===== config.mk =====
export PLATFORM = sky130hd
export DESIGN_NAME = sisc_mc_ctrl
export DESIGN_NICKNAME = d
export VERILOG_FILES = /design/src/rtl/sisc_pkg.sv /design/src/rtl/sisc_br_eval.sv /design/src/rtl/sisc_mc_ctrl.sv
export SDC_FILE = /design/constraint.sdc
export NUM_CORES = 1
export LEC_CHECK = 0
export CAP_MARGIN = 20
export CORE_MARGIN = 10
export CORE_UTILIZATION = 43
export CTS_BUF_LIST = sky130_fd_sc_hd__clkbuf_4
export DETAILED_ROUTE_END_ITERATION = 6
export GPL_ROUTABILITY_DRIVEN = 0
export GPL_TIMING_DRIVEN = 0
export PLACE_DENSITY = 0.82
export SLEW_MARGIN = 25
export SYNTH_ARGS = -nofsm -noshare
export SYNTH_HDL_FRONTEND = slang
export SYNTH_HIERARCHICAL = 1
export SYNTH_SLANG_ARGS = --single-unit

===== constraint.sdc =====
create_clock -name clk -period 1.9 [get_ports clk]
set_input_delay 0.38 -clock clk [delete_from_list [all_inputs] [get_ports clk]]
set_output_delay 0.38 -clock clk [all_outputs]
set_load 0.01 [all_outputs]

===== src/rtl/sisc_pkg.sv =====
// Shared opcode, ALU-function and state definitions for the SISC multicycle controller.
package sisc_pkg;

    localparam int NOOP   = 0;
    localparam int LOD    = 1;
    localparam int STR    = 2;
    localparam int SWP    = 3;
    localparam int BRA    = 4;
    localparam int BRR    = 5;
    localparam int BNE    = 6;
    localparam int BNR    = 7;
    localparam int ALU_OP = 8;
    localparam int HLT    = 15;

    localparam int IMM_MODE = 8;

    // ALU functions: register/immediate arithmetic, and register/immediate address calculation
    localparam int ALU_REG      = 0;
    localparam int ALU_IMM      = 1;
    localparam int ALU_ADDR_REG = 2;
    localparam int ALU_ADDR_IMM = 3;

    typedef enum logic [2:0] {
        ST_START,
        ST_FETCH,
        ST_DECODE,
        ST_EXECUTE,
        ST_MEM,
        ST_WB,
        ST_WB2,
        ST_HALT
    } state_t;

endpackage


===== src/rtl/sisc_br_eval.sv =====
// Combinational branch evaluation: recognises branch opcodes, decides taken, and selects
// absolute versus relative target mode.
module sisc_br_eval
    import sisc_pkg::*;
#(
    parameter int OP_W = 4,
    parameter int CC_W = 4
) (
    input  logic [OP_W-1:0] opcode,
    input  logic [CC_W-1:0] mm,
    input  logic [CC_W-1:0] stat,
    output logic            is_branch,
    output logic            taken,
    output logic            br_sel
);

    logic cond_hit;

    assign cond_hit = |(stat & mm);

    always_comb begin
        is_branch = 1'b0;
        taken     = 1'b0;
        br_sel    = 1'b0;
        case (opcode)
            OP_W'(BRA): begin is_branch = 1'b1; taken =  cond_hit; br_sel = 1'b1; end
            OP_W'(BRR): begin is_branch = 1'b1; taken =  cond_hit; br_sel = 1'b0; end
            OP_W'(BNE): begin is_branch = 1'b1; taken = !cond_hit; br_sel = 1'b1; end
            OP_W'(BNR): begin is_branch = 1'b1; taken = !cond_hit; br_sel = 1'b0; end
            default: ;
        endcase
    end

endmodule


===== src/rtl/sisc_mc_ctrl.sv =====
// Multicycle SISC control FSM: fetch/decode/execute/memory/writeback sequencing with a
// bounded memory handshake, two-cycle SWP writeback and a sticky HALT state.
module sisc_mc_ctrl
    import sisc_pkg::*;
#(
    parameter int OP_W        = 4,
    parameter int CC_W        = 4,
    parameter int ALU_W       = 2,
    parameter int MEM_TIMEOUT = 15
) (
    input  logic             clk,
    input  logic             rst_f,
    input  logic [OP_W-1:0]  opcode,
    input  logic [CC_W-1:0]  mm,
    input  logic [CC_W-1:0]  stat,
    input  logic             mem_ack,
    output logic             rf_we,
    output logic             wb_sel,
    output logic             rb_sel,
    output logic [ALU_W-1:0] alu_op,
    output logic             pc_sel,
    output logic             pc_write,
    output logic             pc_rst,
    output logic             br_sel,
    output logic             ir_load,
    output logic             stat_we,
    output logic             mem_req,
    output logic             mem_we,
    output logic             halted,
    output logic             mem_err
);

    localparam int CNT_W = $clog2(MEM_TIMEOUT + 1);

    state_t             state, state_nx;
    logic [CNT_W-1:0]   wait_cnt;
    logic               mem_err_q;
    logic               is_branch, br_taken, br_mode;
    logic               is_imm, is_lod, is_str, is_swp;
    logic               timeout;
    logic [ALU_W-1:0]   addr_alu;

    sisc_br_eval #(
        .OP_W (OP_W),
        .CC_W (CC_W)
    ) u_br_eval (
        .opcode    (opcode),
        .mm        (mm),
        .stat      (stat),
        .is_branch (is_branch),
        .taken     (br_taken),
        .br_sel    (br_mode)
    );

    assign is_imm   = (mm == CC_W'(IMM_MODE));
    assign is_lod   = (opcode == OP_W'(LOD));
    assign is_str   = (opcode == OP_W'(STR));
    assign is_swp   = (opcode == OP_W'(SWP));
    assign addr_alu = is_imm ? ALU_W'(ALU_ADDR_IMM) : ALU_W'(ALU_ADDR_REG);
    // The counter holds the number of ack-less MEM cycles already completed
    assign timeout  = (wait_cnt == CNT_W'(MEM_TIMEOUT - 1));

    always_ff @(posedge clk) begin
        if (!rst_f) begin
            state     <= ST_START;
            wait_cnt  <= '0;
            mem_err_q <= 1'b0;
        end else begin
            state <= state_nx;
            if (state != ST_MEM)
                wait_cnt <= '0;
            else if (wait_cnt != CNT_W'(MEM_TIMEOUT))
                wait_cnt <= wait_cnt + 1'b1;
            if (state == ST_MEM && state_nx == ST_HALT)
                mem_err_q <= 1'b1;
        end
    end

    always_comb begin
        state_nx = state;
        rf_we    = 1'b0;
        wb_sel   = 1'b0;
        rb_sel   = 1'b0;
        alu_op   = '0;
        pc_sel   = 1'b0;
        pc_write = 1'b0;
        pc_rst   = 1'b0;
        br_sel   = 1'b0;
        ir_load  = 1'b0;
        stat_we  = 1'b0;
        mem_req  = 1'b0;
        mem_we   = 1'b0;
        halted   = 1'b0;
        mem_err  = 1'b0;
        case (state)
            ST_START: begin
                pc_rst   = 1'b1;
                state_nx = ST_FETCH;
            end
            ST_FETCH: begin
                ir_load  = 1'b1;
                pc_write = 1'b1;
                state_nx = ST_DECODE;
            end
            ST_DECODE: begin
                if (is_branch) begin
                    br_sel   = br_mode;
                    pc_sel   = br_taken;
                    pc_write = br_taken;
                    state_nx = ST_FETCH;
                end else begin
                    case (opcode)
                        OP_W'(LOD), OP_W'(STR), OP_W'(SWP), OP_W'(ALU_OP): state_nx = ST_EXECUTE;
                        OP_W'(HLT):  state_nx = ST_HALT;
                        OP_W'(NOOP): state_nx = ST_FETCH;
                        default:     state_nx = ST_FETCH;
                    endcase
                end
            end
            ST_EXECUTE: begin
                case (opcode)
                    OP_W'(ALU_OP): begin
                        alu_op   = is_imm ? ALU_W'(ALU_IMM) : ALU_W'(ALU_REG);
                        stat_we  = 1'b1;
                        state_nx = ST_WB;
                    end
                    OP_W'(LOD): begin
                        alu_op   = addr_alu;
                        state_nx = ST_MEM;
                    end
                    OP_W'(STR): begin
                        alu_op   = addr_alu;
                        rb_sel   = 1'b1;
                        state_nx = ST_MEM;
                    end
                    OP_W'(SWP): begin
                        alu_op   = addr_alu;
                        state_nx = ST_WB;
                    end
                    default: state_nx = ST_FETCH;
                endcase
            end
            ST_MEM: begin
                mem_req = 1'b1;
                mem_we  = is_str;
                alu_op  = addr_alu;
                // A late ack in the final allowed cycle still completes the access
                if (mem_ack)
                    state_nx = is_str ? ST_FETCH : ST_WB;
                else if (timeout)
                    state_nx = ST_HALT;
            end
            ST_WB: begin
                rf_we    = 1'b1;
                wb_sel   = is_lod;
                state_nx = is_swp ? ST_WB2 : ST_FETCH;
            end
            ST_WB2: begin
                rf_we    = 1'b1;
                rb_sel   = 1'b1;
                state_nx = ST_FETCH;
            end
            ST_HALT: begin
                halted  = 1'b1;
                mem_err = mem_err_q;
            end
            default: state_nx = ST_START;
        endcase
    end

endmodule

After elaboration in Yosys (flattened, before gate mapping)
Index checks and enable logic that the tools add are counted.

word-level totals
  flip-flop bits (word level) = 8
  input bits = 15
  output and inout bits = 15
  logic and storage cells = 74

cells by class
  $add $sub $neg = 1
  equal/unequal tests = 21
  multiplexer cells = 32
  bitwise logic cells = 2
  reduce and logical (&&, ||, !) cells = 15

operators by type and width
  cell                 count
  $mux 1               19
  $pmux 3 s6           1
  $eq 4x3->1 const B   4
  $eq 4x4->1 const B   4
  $reduce_or 2->1      8
  $eq 3x3->1 const B   5
  $mux 3               5
  $pmux 3 s2           2
  $reduce_or 4->1      3
  $eq 4x2->1 const B   2
  $pmux 2 s2           2
  $eq 3x2->1 const B   2
  $pmux 1 s2           3
  $add 4x1->4 const B  1
  $and 4x4->4          1
  $eq 4x1->1 const B   1
  $ne 4x4->1 const B   1
  $eq 3x1->1 const B   1
  $logic_not 3->1      1
  $ne 3x3->1 const B   1
  $reduce_or 3->1      1
  $logic_and 1x1->1    1
  $logic_not 1->1      1
  $not 1->1            1

Logic depth before layout (Yosys ltp)
Gate-level depths: netlist (run 1).

  word-level depth = 7
  mapped depth = 7
  gate-level depth less buffers = 6

By module
The synthesis (run 1) kept the hierarchy.

by module, submodules not included
  module        instances  cells an instance  area an instance (um^2)  sequential area each (um^2)
  sisc_mc_ctrl  1          83                 636.9                    160.2
  sisc_br_eval  1          8                  47.5                     0.0

Least setup slack after synthesis (run 1)
Ideal clock, no wire load.

  path kind = input-to-output
  start point = input port stat[0]
  end point = output port pc_write
  data arrival time = 1.272 ns
  data required time = 1.520 ns
  path slack = 0.248 ns
  stages on the path = 5
  path buffers = 0
  cell sequence = a22oi_1 > a211o_1 > nand2_1 > and4_1 > or2_2

on the way
  word-level cells in the longest chain between the ends = 6

ends and longest elaborated chain
  element              line                                    text
  start, declared      sisc_mc_ctrl.sv:15                      input logic [CC_W-1:0] stat,
  $and 4x4->4 (*)      sisc_br_eval.sv:19                      assign cond_hit = |(stat & mm);
  $reduce_or 4->1 (*)  sisc_br_eval.sv:19
  $logic_not 1->1      sisc_br_eval.sv:28, sisc_br_eval.sv:29
  $pmux 1 s2 (*)       sisc_br_eval.sv:25                      case (opcode)
  net br_taken         sisc_mc_ctrl.sv:38                      logic is_branch, br_taken, br_mode;
  $mux 1 (*)           sisc_mc_ctrl.sv:106                     if (is_branch) begin
  $pmux 1 s2 (*)       sisc_mc_ctrl.sv:95                      case (state)
  end, declared        sisc_mc_ctrl.sv:22                      output logic pc_write,

The timed path passes the listed nets; every way through them passes the cells marked *.

Worst setup path after layout (run 1)
Ends and elaborated chain as after synthesis.

==> results.ini, run 1 <==
[final_layout]
multi_input_area_um2 = 542
finalInstanceArea_um2 = 1150
fin_nets = 155
final_cell_mix = buf_4 (17), dlygate4sd2_1 (9), dfxtp_1 (8)
diodes = 0
final-seq-area_um2 = 160
area_growth_pct = 68.4
fillers = 118
layout_commonest_cell = buf_4
drive_above_1_share = 0.382

[critical_path]
startpoint = stat[0]
worstSetupEndpointType = primary output
cp_slowest_cell = or2_4
cpPeakStageDelay_ns = 0.25
crit_required_ns = 1.52
criticalPathCategory = in2out
r2r-start = state[0]$_SDFF_PN0_
start_kind = primary input
cp.arrival_ns = 1.51
cp_cell_sequence = dlygate4sd2_1, a22oi_2, a211o_1, nand2_1, and4_4, or2_4, buf_6
cp_max_fo = 2

[floorplanning]
start_util = 0.454
die_width_um = 59.9
fp-row-count = 14
die_h_um = 59.9
fp.coreArea_um2 = 1510
num_io_pins = 30
die_area_um2 = 3590

[route]
final_antenna_net_count = 0
detail_route.iter0.violations = 13
wirelength_um = 2680
via_per_inst = 5.64
drtPass1Iterations = 4
wl_per_cell_um = 17.6
num_vias = 857
drc = 0

[power]
internal_power_mw = 0.327
power.density_nw_per_um2 = 406
switching_share = 0.301
power.total_mw = 0.468
seqPwrFrac = 0.373
power_frac_clock = 0.280
irDropWorstVdd_uv = 425
power.switching_mw = 0.141
leakage_nw = 0.528
p_comb_frac = 0.347

[clock_tree]
insertion_delay_ns = 0.26
root_buffer = clkbuf_4
cts_hold_buf = 0
clock_path_buffers = 2
clock_sinks = 8
cts_tree = built
cts_inserted_buffers = 3
clkTransAtPathRegs_ns = 0.05
ctsHtreeMaxLevel = 1

[placed_design]
dp_hpwl_um = 1680
post-place-ws_ns = -0.894
placed_area_um2 = 995
numPortBuffers = 29

[global_routing]
grt_max_degree = 11
grtUsageTotal = 0.144
grt_pass1_wl_um = 4150
grt_overflow = 0
grt_pass1_vias = 874
antenna_found_initial = 0

[synth]
syn-num-nets = 108
synth-edff-count = 0
syn-cell-area_um2 = 684
async_flop_share = 0
ys_warn_count = 6
synth-seq-area-share = 0.234
ys_ff_latch = 8
ys.flop_type = dfxtp_1
syn_avg_cell_area_um2 = 7.52
synthDistinctLibCells = 35
synthCells = 91

[run_status]
status = finished clean

[timing]
skew_ns = 0.00427
slew_violations = 0
max_slew.worst_pin.slew_ns = 0.308
relSlewSlack = 0.791
period_share = 0.994
fin_ws_ns = 0.0116
setup_viol = 0
timing.fmax_ghz = 0.530
fin_crit_ns = 1.89
hold_viol = 0

[hold_path]
hp-start = mem_err_q$_SDFFE_PN0P_
min_path_type = reg2reg

[flow_run]
cap_violations = 0

==> power by group through the flow <==
| stage | Clock (mW) | Sequential [mW] | Combinational, mW |
|---|---|---|---|
| floorplan | 0 | 0.178 | 0.0674 |
| global placement | 0 | 0.178 | 0.131 |
| detailed placement | 0 | 0.178 | 0.133 |
| CTS | 0.129 | 0.174 | 0.151 |
| global route | 0.136 | 0.175 | 0.173 |
| finish | 0.131 | 0.175 | 0.162 |
==> through the flow <==
stage	setup TNS (ns)	cells	utilization	hold WS, ns
2_1_floorplan	0	91	-	0.432
3_3_place_gp	-5.87	136	0.660	0.450
3_5_place_dp	-6.15	136	0.660	0.455
4_1_cts	0	151	0.752	0.467
5_1_grt	-0.00990	152	0.765	0.505
6_report	0	152	0.765	0.469
==> layout make-up <==
| type | instances | area share |
|---|---|---|
| Tap cell | 16 | 0.0174 |
| Clock buffer | 3 | 0.0195 |
| Multi-Input combinational cell | 74 | 0.470 |
| Buffer | 3 | 0.0228 |
| Inverter | 4 | 0.0130 |
| Timing Repair Buffer | 44 | 0.318 |
| Sequential cell | 8 | 0.139 |
==> final timing paths <==
kind	end	slack [ns]	depth (start not counted)
hold / removal	mem_err_q$_SDFFE_PN0P_	0.47	1
setup / recovery	pc_write	0.01	7
setup reg to reg	state[2]$_SDFF_PN0_	0.26	9
hold reg to reg	mem_err_q$_SDFFE_PN0P_	0.47	1
==> kinds of logic after synthesis <==
| kind of cell | after synthesis | share of synthesized area |
|---|---|---|
| compound gates | 21 | 0.199 |
| xor+xnor | 2 | 0.0256 |
| fa+ha+maj | 2 | 0.0366 |
| buf+inv | 9 | 0.0932 |
| flops | 8 | 0.234 |
| simple gates | 49 | 0.411 |
==> registers in the layout, summed over array words and instances, names as in the netlist <==
register,flops
mem_err_q,1
state,3
wait_cnt,4
==> critical path: cells and delay by family <==
kind | cells | cell delay (ns)
buffers and inverters | 2 | 0.36
AND/OR/NAND/NOR | 3 | 0.44
AO/OA/AOI/OAI | 2 | 0.31
==> routing by layer <==
| metal | part of all wire | wire, µm | vias up | GRT usage |
|---|---|---|---|---|
| li1 | - | - | 423 | - |
| met1 | 0.39 | 1040 | 393 | 0.149 |
| met2 | 0.51 | 1360 | 29 | 0.257 |
| met3 | 0.066 | 177 | 12 | 0.0466 |
| met4 | 0.040 | 106 | 0 | 0.0577 |
| met5 | 0 | 0 | - | 0 |
==> synthesized netlist by cell type, drive strengths merged, types with 3 or more instances <==
master	instances	area, µm²
a31oi	3	18.8
nand2	7	26.3
inv	4	15.0
buf	5	48.8
nor2b	3	18.8
a21oi	4	20.0
o21ai	5	25.0
nor4b	4	35.0
nand3	4	20.0
nand2b	5	31.3
nor2	9	33.8
nor3	5	25.0
dfxtp	8	160
==> what timing repair did <==
item / in CTS / in global routing
setup endpoints to repair: 13 / 10
buffers inserted: 12 / 3
gates resized for setup: 67 / 24
cloned: 0 / 0
pin swaps: 7 / 3
Note: power is estimated with default switching activity, not from simulation.
==> run 2, diff against run 1 <==
CAP_MARGIN = unset   (was 20)
CORE_MARGIN = unset   (was 10)
==> run 2 against run 1 <==
- combinational power is essentially flat
- register-to-register slack gained 0.22 ns
- sequential cell count is the same
- worst setup slack gained 0.034 ns
- first-iteration DRC count grew 15%
- largest cell class unchanged
- hold slack gained 0.0011 ns
- non-clock buffer count grew 2
- critical path depth shrank 1
- design area shrank 2.3%
- count of clock-buffer cells in the layout is the same
- global-route usage grew 14 points
- sequential share of layout area grew 0.32 points
==> results.ini, run 2 (synthesis gave the netlist of run 1 again) <==
[final_layout]
final_cell_mix = buf_4 (16), clkbuf_2 (9), dfxtp_1 (8)
finalInstanceArea_um2 = 1130
multi_input_area_um2 = 531
reg.largest.list = wait_cnt (4), state (3), mem_err_q (1)
final-seq-area_um2 = 160
fin_nets = 157
drive_above_1_share = 0.420
layout_commonest_cell = buf_4
final_cell_count_no_fill = 154
fin_util = 0.756
largest_reg_flops = 4
diodes = 0
area_growth_pct = 64.5
largest-register = wait_cnt
fillers = 129

[floorplanning]
die_width_um = 41.9
die_area_um2 = 1760
die_h_um = 41.9
num_io_pins = 30
start_util = 0.460
fp-row-count = 14
fp.coreArea_um2 = 1490

[placed_design]
dp_hpwl_um = 1420
post-place-ws_ns = -0.866
dpl.cell_count = 136
placed_area_um2 = 995
numPortBuffers = 29

[route]
wirelength_um = 2290
top_layer_used = met4
final_antenna_net_count = 0
via_per_inst = 5.75
drc = 0
routed-wl-met2_um = 1250
detail_route.iter0.violations = 15
wl_met3_um = 79
num_vias = 886
drtPass1Iterations = 4
drt-met1-wl_um = 930
wl_per_cell_um = 14.9

[critical_path]
start_kind = primary input
cpPeakStageDelay_ns = 0.32
r2r-start = state[2]$_SDFF_PN0_
cp.arrival_ns = 1.47
rr_worst_depth = 5
critPathTopFamily = buffers and inverters
cp_max_fo = 4
worstSetupEndpointType = primary output
cp_slowest_cell = nor4b_4
crit_required_ns = 1.52
cp_cell_sequence = buf_2, buf_6, nor4b_4, buf_4, and2_1, dlygate4sd2_1
crit_buf_inv = 4
rr_endpoint = state[1]$_SDFF_PN0_
r2r_slack_ns = 0.48
criticalPathCategory = in2out

[timing]
relSlewSlack = 0.795
setup_tns_ns = 0
fin_crit_ns = 1.85
slew_violations = 0
setup_viol = 0
period_share = 0.976
hold_viol = 0
skew_ns = 0.000449
max_slew.worst_pin.slew_ns = 0.305
timing.fmax_ghz = 0.539
fin_ws_ns = 0.0455
holdWs_ns = 0.471

[power]
switching_share = 0.292
p_comb_frac = 0.353
internal_power_mw = 0.331
power_frac_clock = 0.275
seqPwrFrac = 0.373
irDropWorstVdd_uv = 279
power.switching_mw = 0.137
power.density_nw_per_um2 = 416
leakage_nw = 0.514
power.total_mw = 0.468

[flow_run]
cap_violations = 0

[run_status]
status = finished clean

[hold_path]
holdPathStages = 1
worstHoldEndpoint = mem_err_q$_SDFFE_PN0P_
hp-start = mem_err_q$_SDFFE_PN0P_
min_path_type = reg2reg

[clock_tree]
clock_path_buffers = 2
clkTransAtPathRegs_ns = 0.05
cts_inserted_buffers = 3
cts_tree = built
ctsHtreeMaxLevel = 1
clock_sinks = 8
insertion_delay_ns = 0.25
root_buffer = clkbuf_4

[global_routing]
grtUsageTotal = 0.281
antenna_found_initial = 0
grt_pass1_vias = 859
grt_max_degree = 11
grt_pass1_wl_um = 3820
grt_overflow = 0

-- run 2: changes by cell type in the layout (fill, tap and decap cells not counted), sizes merged --
cell / change
clkdlybuf4s50: +1
clkbuf: +5
dlymetal6s2s: -1
clkdlybuf4s15: -4
dlygate4sd2: -3
buf: +4
-- run 2: worst max path at each step --
stage	start	slack, ns	cells after the start	endpoint
after global placement	opcode[1]	-0.83	6	rb_sel
after detailed placement	opcode[1]	-0.87	6	rb_sel
final	opcode[0]	0.05	6	mem_we
after CTS	opcode[2]	0.004	6	rb_sel
after global routing	mm[3]	-0.01	7	pc_write
after floorplan	stat[0]	0.25	5	pc_write
-- run 2: power groups by stage --
stage	combinational (mW)	clock [mW]	sequential, mW
after global placement	0.130	0	0.178
after CTS	0.154	0.136	0.174
after detailed placement	0.132	0	0.178
final	0.165	0.129	0.175
after floorplan	0.0674	0	0.178
after global routing	0.178	0.141	0.175
-- run 2: final cells by class --
type                            instances  share of cell area
Multi-Input combinational cell         74               0.471
Timing Repair Buffer                   44               0.289
Sequential cell                         8               0.142
Buffer                                  5              0.0467
Clock buffer                            3              0.0200
Tap cell                               16              0.0178
Inverter                                4              0.0133
-- run 2: layer usage --
layer,vias up,track usage
met2,24,0.484
li1,427,-
met5,-,0
met4,0,0.129
met1,429,0.322
met3,6,0.0696
-- run 2: what timing repair did --
item	in CTS	in global routing
pin swaps	8	10
setup endpoints to repair	13	8
buffers inserted	12	3
hold buffers	0	0
gates resized for setup	67	29
==> run 3, diff against run 2 <==
GPL_ROUTABILITY_DRIVEN = unset   (was 0)
==> results of run 3 <==
No change in the layout: final DEF, timing and power equal those of run 2.
